==> config.mk <==
export PLATFORM = sky130hd
export DESIGN_NAME = pc_unit
export DESIGN_NICKNAME = d
export VERILOG_FILES = /design/src/rtl/pc_pkg.sv /design/src/rtl/pc_ras.sv /design/src/rtl/pc_unit.sv
export SDC_FILE = /design/constraint.sdc
export NUM_CORES = 1
export LEC_CHECK = 0
export BUFFER_PORTS_ARGS = -buffer_cell sky130_fd_sc_hd__clkbuf_2
export CORE_MARGIN = 1
export CORE_UTILIZATION = 35
export DETAILED_ROUTE_END_ITERATION = 6
export SKIP_LAST_GASP = 1
export SLEW_MARGIN = 20
export SYNTH_ARGS = -nofsm -noshare
export SYNTH_HDL_FRONTEND = slang
export SYNTH_HIERARCHICAL = 1
export SYNTH_SLANG_ARGS = --single-unit
==> constraint.sdc <==
create_clock -name CLK -period 2.7 [get_ports CLK]
set_clock_uncertainty 0.15 [all_clocks]
set_input_delay 0.54 -clock CLK [delete_from_list [all_inputs] [get_ports CLK]]
set_output_delay 0.54 -clock CLK [all_outputs]
set_load 0.05 [all_outputs]
==> src/rtl/pc_pkg.sv <==
// Shared definitions for the program counter unit: operation codes decoded by pc_unit.
package pc_pkg;

  localparam int MODE_W = 3;

  localparam logic [MODE_W-1:0] MODE_NEXT   = 3'd0;
  localparam logic [MODE_W-1:0] MODE_JUMP   = 3'd1;
  localparam logic [MODE_W-1:0] MODE_BRANCH = 3'd2;
  localparam logic [MODE_W-1:0] MODE_CALL   = 3'd3;
  localparam logic [MODE_W-1:0] MODE_RET    = 3'd4;

endpackage

==> src/rtl/pc_ras.sv <==
// Return-address stack: circular LIFO that silently drops the oldest entry on overflow,
// with sticky overflow/underflow flags. All state changes on the falling clock edge.
module pc_ras #(
  parameter int ADDR_W    = 8,
  parameter int RAS_DEPTH = 4
) (
  input  logic              clk,
  input  logic              rst,
  input  logic              push,
  input  logic              pop,
  input  logic [ADDR_W-1:0] push_data,
  output logic [ADDR_W-1:0] top,
  output logic              empty,
  output logic              full,
  output logic              ovf,
  output logic              unf
);

  localparam int PTR_W = $clog2(RAS_DEPTH);
  localparam int CNT_W = PTR_W + 1;

  logic [ADDR_W-1:0] mem_r [RAS_DEPTH];
  logic [PTR_W-1:0]  ptr_r;    // next slot to write; the top entry sits just below it
  logic [CNT_W-1:0]  cnt_r;
  logic              ovf_r;
  logic              unf_r;
  logic [PTR_W-1:0]  top_idx_s;

  assign top_idx_s = ptr_r - PTR_W'(1);
  assign top       = mem_r[top_idx_s];
  assign empty     = (cnt_r == CNT_W'(0));
  assign full      = (cnt_r == CNT_W'(RAS_DEPTH));
  assign ovf       = ovf_r;
  assign unf       = unf_r;

  // Entry storage; contents are don't-care after reset, so no reset branch here.
  always_ff @(negedge clk) begin
    if (push && !rst) begin
      mem_r[ptr_r] <= push_data;
    end
  end

  // Pointer, occupancy count and sticky flags.
  always_ff @(negedge clk) begin
    if (rst) begin
      ptr_r <= {PTR_W{1'b0}};
      cnt_r <= {CNT_W{1'b0}};
      ovf_r <= 1'b0;
      unf_r <= 1'b0;
    end else if (push) begin
      ptr_r <= ptr_r + PTR_W'(1);
      if (full) begin
        ovf_r <= 1'b1;
      end else begin
        cnt_r <= cnt_r + CNT_W'(1);
      end
    end else if (pop) begin
      if (empty) begin
        unf_r <= 1'b1;
      end else begin
        ptr_r <= top_idx_s;
        cnt_r <= cnt_r - CNT_W'(1);
      end
    end else begin
      ptr_r <= ptr_r;
      cnt_r <= cnt_r;
    end
  end

endmodule

==> src/rtl/pc_unit.sv <==
// Program counter with stall, PC-relative branch, absolute jump and call/return
// through an internal return-address stack. Updates on the falling edge of CLK.
module pc_unit
  import pc_pkg::*;
#(
  parameter int              ADDR_W     = 8,
  parameter int              OFS_W      = 8,
  parameter int              RAS_DEPTH  = 4,
  parameter logic [ADDR_W-1:0] RESET_ADDR = {ADDR_W{1'b0}}
) (
  input  logic              CLK,
  input  logic              areset,
  input  logic              stall,
  input  logic [MODE_W-1:0] mode,
  input  logic              cond,
  input  logic [ADDR_W-1:0] target,
  input  logic [OFS_W-1:0]  offset,
  output logic [ADDR_W-1:0] addr_out,
  output logic              ras_empty,
  output logic              ras_full,
  output logic              ras_ovf,
  output logic              ras_unf
);

  logic [ADDR_W-1:0] pc_r;
  logic [ADDR_W-1:0] seq_s;
  logic [ADDR_W-1:0] ofs_ext_s;
  logic [ADDR_W-1:0] next_pc_s;
  logic [ADDR_W-1:0] ras_top_s;
  logic              push_s;
  logic              pop_s;

  assign seq_s     = pc_r + ADDR_W'(1);
  assign ofs_ext_s = ADDR_W'($signed(offset));
  assign addr_out  = pc_r;

  // Next-PC selection and RAS push/pop requests; stall suppresses any RAS activity.
  always_comb begin
    next_pc_s = seq_s;
    push_s    = 1'b0;
    pop_s     = 1'b0;
    case (mode)
      MODE_NEXT:   next_pc_s = seq_s;
      MODE_JUMP:   next_pc_s = target;
      MODE_BRANCH: begin
        if (cond) begin
          next_pc_s = seq_s + ofs_ext_s;
        end else begin
          next_pc_s = seq_s;
        end
      end
      MODE_CALL: begin
        next_pc_s = target;
        push_s    = !stall;
      end
      MODE_RET: begin
        pop_s = !stall;
        if (ras_empty) begin
          next_pc_s = seq_s;
        end else begin
          next_pc_s = ras_top_s;
        end
      end
      default:     next_pc_s = seq_s;
    endcase
  end

  // PC register: reset beats stall, stall beats the selected operation.
  always_ff @(negedge CLK) begin
    if (areset) begin
      pc_r <= RESET_ADDR;
    end else if (stall) begin
      pc_r <= pc_r;
    end else begin
      pc_r <= next_pc_s;
    end
  end

  pc_ras #(
    .ADDR_W    (ADDR_W),
    .RAS_DEPTH (RAS_DEPTH)
  ) u_ras (
    .clk       (CLK),
    .rst       (areset),
    .push      (push_s),
    .pop       (pop_s),
    .push_data (seq_s),
    .top       (ras_top_s),
    .empty     (ras_empty),
    .full      (ras_full),
    .ovf       (ras_ovf),
    .unf       (ras_unf)
  );

endmodule

Word level (Yosys, flattened, before mapping) --
Memory sizes are Yosys's and may differ from the RTL's. Index checks and enable logic that the tools add are counted.
Word-level totals: flip-flop bits (word level) 15, bits in latches 0, RAM bits 32, ROM bits 0, input bits 23, memories 1
Memories:
- u_ras.mem_r | depth 4, bits a word 8, read ports 1, clocked after Yosys merged registers in 0, write ports 1, RTL line pc_ras.sv:22 | logic [ADDR_W-1:0] mem_r [RAS_DEPTH];
Operators by class: add/subtract/negate cells 6, $mul 0, div/mod/pow operators 0, $lt $le $gt $ge 0, equal/unequal tests 7, shift-type cells 0, mux-type cells 14, bitwise gates (word level) 1, reductions and logical operators 10
Operators by type and width (number):
- $pmux 8 s3 | 1
- $mux 8 | 2
- $mux 3 | 4
- $add 8x1->8 const B | 1
- $add 8x8->8 | 1
- $eq 3x2->1 const B | 2
- $eq 3x3->1 const B | 2
- $mux 2 | 3
- $reduce_and 3->1 | 2
- $mux 1 | 4
- $reduce_and 2->1 | 2
- $add 3x1->3 const B | 1
- $eq 3x1->1 const B | 1
- $logic_not 3->1 | 1
- $sub 3x1->3 const B | 1
- $add 2x1->2 const B | 1
- $logic_not 1->1 | 2
- $ne 2x1->1 const B | 1
- $ne 2x2->1 const B | 1
- $reduce_bool 2->1 | 1
- $reduce_or 2->1 | 1
- $sub 2x1->2 const B | 1
- $logic_and 1x1->1 | 1
- $not 1->1 | 1

Depth between registers and ports, before layout --
depth in word-level cells 5, gate-level depth with buffers 11, depth with buffers taken out 11

Modules after synthesis --
The synthesis kept the hierarchy.
Modules (own cells, without submodules):
- pc_ras | times used 1, cells an instance 92, area each 1610.3 sq um, sequential area each 1101.1 sq um
- pc_unit | times used 1, cells an instance 121, area each 950.9 sq um, sequential area each 160.2 sq um

==> out/metrics.cfg <==
[power_and_ir_drop]
switching_share_pct=32.4
netSwitchingPower_w=0.000666
portion_of_total_power_attributed_to_the_clock_network_pct=39.5
ir_worst_vdd_mv=0.257
total_power_w=0.00206
internal_power_w=0.00139
p_seq_share_pct=39.1
power.combinational.fraction_pct=21.5
static-leakage-power_nw=1.78
p_per_area_mw_per_mm2=508

[critical_path]
worstPathMaxFanout=2
setup.worst_path.start_class=input port
timing.critical_path.from=mode[2]
reg2regPathDepth=11
critPathTopFamily=simple AND/OR/NAND/NOR gates
criticalPathCategory=input port to register
path_cells=buf_6 > and2b_2 > and3b_2 > clkinvlp_4 > fa_2 > or3b_4 > o21ai_1 > nor3b_2
critical_path_buf_inv_count=2
cp_num_cells=8
cp_data_arrival_time_ps=2130
worstReg2RegStart=addr_out[0]$_SDFFE_NP0N_
cpPeakStageDelay_ps=390
slowest_stage=sky130_fd_sc_hd__or3b_4
critPathRequiredTime_ps=1490
cp-endpoint=u_ras/cnt_r[2]$_SDFFE_NP0P_
r2r_slack_ps=-20
crit_path_end_kind=register
regToRegEndpoint=addr_out[7]$_SDFFE_NP0N_

[die]
dieHeight_um=87.5
x_dimension_of_the_die_um=87.5
floorplan.initialDensity_pct=36.9
top_level_ports=35
floorplan.die_area_mm2=0.00766
placeableCoreArea_mm2=0.00694
number_of_placement_rows=30

[logic_synthesis]
dominantRegCellSynth=sky130_fd_sc_hd__edfxtp_1
synth_simple_gate_area_share_pct=12.3
muxShareOfSynthArea_pct=7.62
post_synth_fa_ha_maj_area_fraction_pct=7.43
netlist_instances=213
main_combinational_cell_family_by_area_after_synthesis=compound AO/OA/AOI/OAI gates
synth.ff_latch_count=47
synth_sequential_area_ratio_pct=49.2
syn_area_mm2=0.00256
synth_cell_types=50
postSynth.asyncResetShare_pct=0
compound_gate_fraction_of_synth_area_pct=14.8
synth.net_count=250
synthXorXnorAreaFrac_pct=4.45
synth_enable_flop_cells=32
ys_warn_count=6
synth_area_per_cell_um2=12.0

[detailed_routing]
finalWirelength_mm=6.88
detail_route.vias_per_cell=4.99
first_drt_pass_iteration_count=4
remaining_drc_errors=0
route.top_layer_used=met4
via_count=2239
dr_wl_met2_mm=3.65
wl_met1_mm=2.92
detailedRoute.firstIterationViolations=63
wire_per_inst_um=15.3
ant_nets=0
met3WireLength_um=189

[grt]
gr-usage-all-layers_pct=18.8
largest_net_degree_at_the_start_of_global_routing=19
number_of_global_route_vias_before_repair=2347
wire_length_of_the_first_global_routing_pass_mm=10.8
antenna_found_initial=0
global_route.overflow_total=0

[finish]
drive_above_1_share_pct=47.9
insertedDiodeCount=0
fin_nets=389
final_instance_count_without_filler_cells=449
seq_area_mm2=0.00129
multi_input_gate_area_in_the_final_layout_mm2=0.00143
flow.area_growth_from_synthesis_pct=58.1
fill_cells=577

[timing]
rsz0062_at_grt=yes
setup_viol_count_final=58
drv_slew=0
max-slew-margin-rel_pct=70.1
max_slew.worst_pin.slew_ps=446
timing.final.hold_violations=0
post_route_worst_setup_slack_ps=-646

[clock_network]
cts_buffer_depth=2
root_buffer=sky130_fd_sc_hd__clkbuf_8
clock_tree_from_tritoncts=done
h-tree-depth=2
cts_made_buffers=5
clkLatencyLatePin_ps=370
cts_num_sinks=47
clk_pin_slew_worst_paths_ps=40

[run]
drv_cap=0

[place]
numPlacedInstances=380
finalWeightedCongestion=0.775
port_buffers=34
place_hpwl_mm=4.60

[status]
status=complete, but fails checks
violations=setup timing

[worst_hold_path]
worstHoldPathType=register to register

-- cell families after synthesis --
family / after synthesis
AND/OR/NAND/NOR: 57
AO/OA/AOI/OAI: 50
flip-flops: 47
buffers and inverters: 23
adder cells (fa/ha/maj): 14
XOR/XNOR: 13
multiplexers: 9
-- worst register-to-register path: stages (launching register included) --
cell                       delay (ps)
sky130_fd_sc_hd__dfxtp_4          340
sky130_fd_sc_hd__buf_4            130
sky130_fd_sc_hd__ha_1             230
sky130_fd_sc_hd__nand3_1          120
sky130_fd_sc_hd__xnor2_1          310
sky130_fd_sc_hd__ha_4             280
sky130_fd_sc_hd__nand3_1          140
sky130_fd_sc_hd__o211ai_4         130
sky130_fd_sc_hd__o41ai_4          330
sky130_fd_sc_hd__xnor2_1          120
sky130_fd_sc_hd__and3_1           150
sky130_fd_sc_hd__o31ai_1          200
-- registers in the layout, summed over array words and instances, names as in the netlist --
register and cells:
addr_out 8, u_ras/cnt_r 3, u_ras/mem_r 32, u_ras/ovf 1, u_ras/ptr_r 2, u_ras/unf 1
-- final cells by class --
| class | count | share of cell area, % |
|---|---|---|
| clock buffer | 5 | 1.70 |
| clock inverter | 50 | 5.59 |
| inverter | 13 | 1.30 |
| multi-input combinational | 143 | 35.4 |
| sequential | 47 | 31.8 |
| tap | 96 | 2.97 |
| timing repair buffer | 95 | 21.2 |
-- layout by cell type, fill, tap and decap left out, types with 8 or more instances in the layout --
cell / count
sky130_fd_sc_hd__inv_1: 58
sky130_fd_sc_hd__buf_4: 56
sky130_fd_sc_hd__edfxtp_1: 32
sky130_fd_sc_hd__clkbuf_2: 19
sky130_fd_sc_hd__a21oi_1: 11
sky130_fd_sc_hd__nor2_1: 10
sky130_fd_sc_hd__xnor2_1: 8
sky130_fd_sc_hd__mux4_2: 8
-- power by group through the flow --
| stage | clock network, W | logic [W] | registers (W) |
|---|---|---|---|
| 2_1_floorplan | 0.000110 | 0.000186 | 0.000852 |
| 3_3_place_gp | 0.000110 | 0.000350 | 0.000813 |
| 3_5_place_dp | 0.000110 | 0.000355 | 0.000814 |
| 4_1_cts | 0.000848 | 0.000414 | 0.000803 |
| 5_1_grt | 0.000938 | 0.000474 | 0.000803 |
| 6_report | 0.000812 | 0.000441 | 0.000804 |
-- cells in the mapped netlist, types with 2 or more instances --
cell type	number	share of area [%]
sky130_fd_sc_hd__clkbuf_1	2	0.29
sky130_fd_sc_hd__a21oi_1	11	2.1
sky130_fd_sc_hd__nor2_2	2	0.49
sky130_fd_sc_hd__nand3_1	8	1.6
sky130_fd_sc_hd__o31ai_1	2	0.59
sky130_fd_sc_hd__o21ai_0	7	1.4
sky130_fd_sc_hd__and2_1	4	0.98
sky130_fd_sc_hd__a31oi_1	3	0.73
sky130_fd_sc_hd__ha_1	12	5.9
sky130_fd_sc_hd__buf_2	2	0.39
sky130_fd_sc_hd__mux4_2	8	7.0
sky130_fd_sc_hd__dfxtp_1	15	12
sky130_fd_sc_hd__a21o_1	2	0.59
sky130_fd_sc_hd__nand2_1	4	0.59
sky130_fd_sc_hd__fa_1	2	1.6
sky130_fd_sc_hd__nor2_1	12	1.8
sky130_fd_sc_hd__or3b_1	2	0.68
sky130_fd_sc_hd__xnor2_1	8	2.7
sky130_fd_sc_hd__buf_6	2	0.88
sky130_fd_sc_hd__a221oi_1	8	2.7
sky130_fd_sc_hd__nor3_1	8	1.6
sky130_fd_sc_hd__and3_1	4	0.98
sky130_fd_sc_hd__inv_1	15	2.2
sky130_fd_sc_hd__nor2b_1	6	1.5
sky130_fd_sc_hd__a221o_2	3	1.3
sky130_fd_sc_hd__edfxtp_1	32	38
sky130_fd_sc_hd__a211oi_1	2	0.59
sky130_fd_sc_hd__xor2_1	5	1.7
-- routing by layer --
layer	up-vias	GRT usage [%]
met2	55	31.9
li1	1084	-
met5	-	0
met3	10	4.71
met4	0	8.94
met1	1090	22.3
-- how the worst min path moves through the flow --
| stage | from | to | slack (ps) | cells after the start |
|---|---|---|---|---|
| 6_report | u_ras/ovf$_SDFFE_NP0P_ | u_ras/ovf$_SDFFE_NP0P_ | 330 | 2 |
| 5_1_grt | u_ras/ovf$_SDFFE_NP0P_ | u_ras/ovf$_SDFFE_NP0P_ | 370 | 2 |
| 4_1_cts | u_ras/ovf$_SDFFE_NP0P_ | u_ras/ovf$_SDFFE_NP0P_ | 320 | 2 |
| 3_5_place_dp | u_ras/ovf$_SDFFE_NP0P_ | u_ras/ovf$_SDFFE_NP0P_ | 310 | 2 |
| 3_3_place_gp | u_ras/unf$_SDFFE_NP0P_ | u_ras/unf$_SDFFE_NP0P_ | 300 | 2 |
| 2_1_floorplan | u_ras/cnt_r[1]$_SDFFE_NP0P_ | u_ras/cnt_r[1]$_SDFFE_NP0P_ | 370 | 2 |
-- stage by stage --
step	utilization [%]	area, µm²	setup TNS, ps	setup WS, ps	hold slack [ps]
after floorplan	-	2710	-35000	-1170	370
after global placement	46.9	3260	-41050	-1050	300
final	58.3	4050	-28210	-646	329
after global routing	58.3	4050	-29570	-692	366
after detailed placement	46.9	3260	-42730	-1090	314
after CTS	56.5	3930	-24510	-646	319
-- what timing repair did --
item                       CTS  global route
hold buffers                 0             0
hold endpoints to repair     0             0
pin swaps                   30            22
gates resized for setup     65            19
setup endpoints to repair   58            58
setup buffers               11             5
No activity file was read; power rests on OpenSTA's default activity.
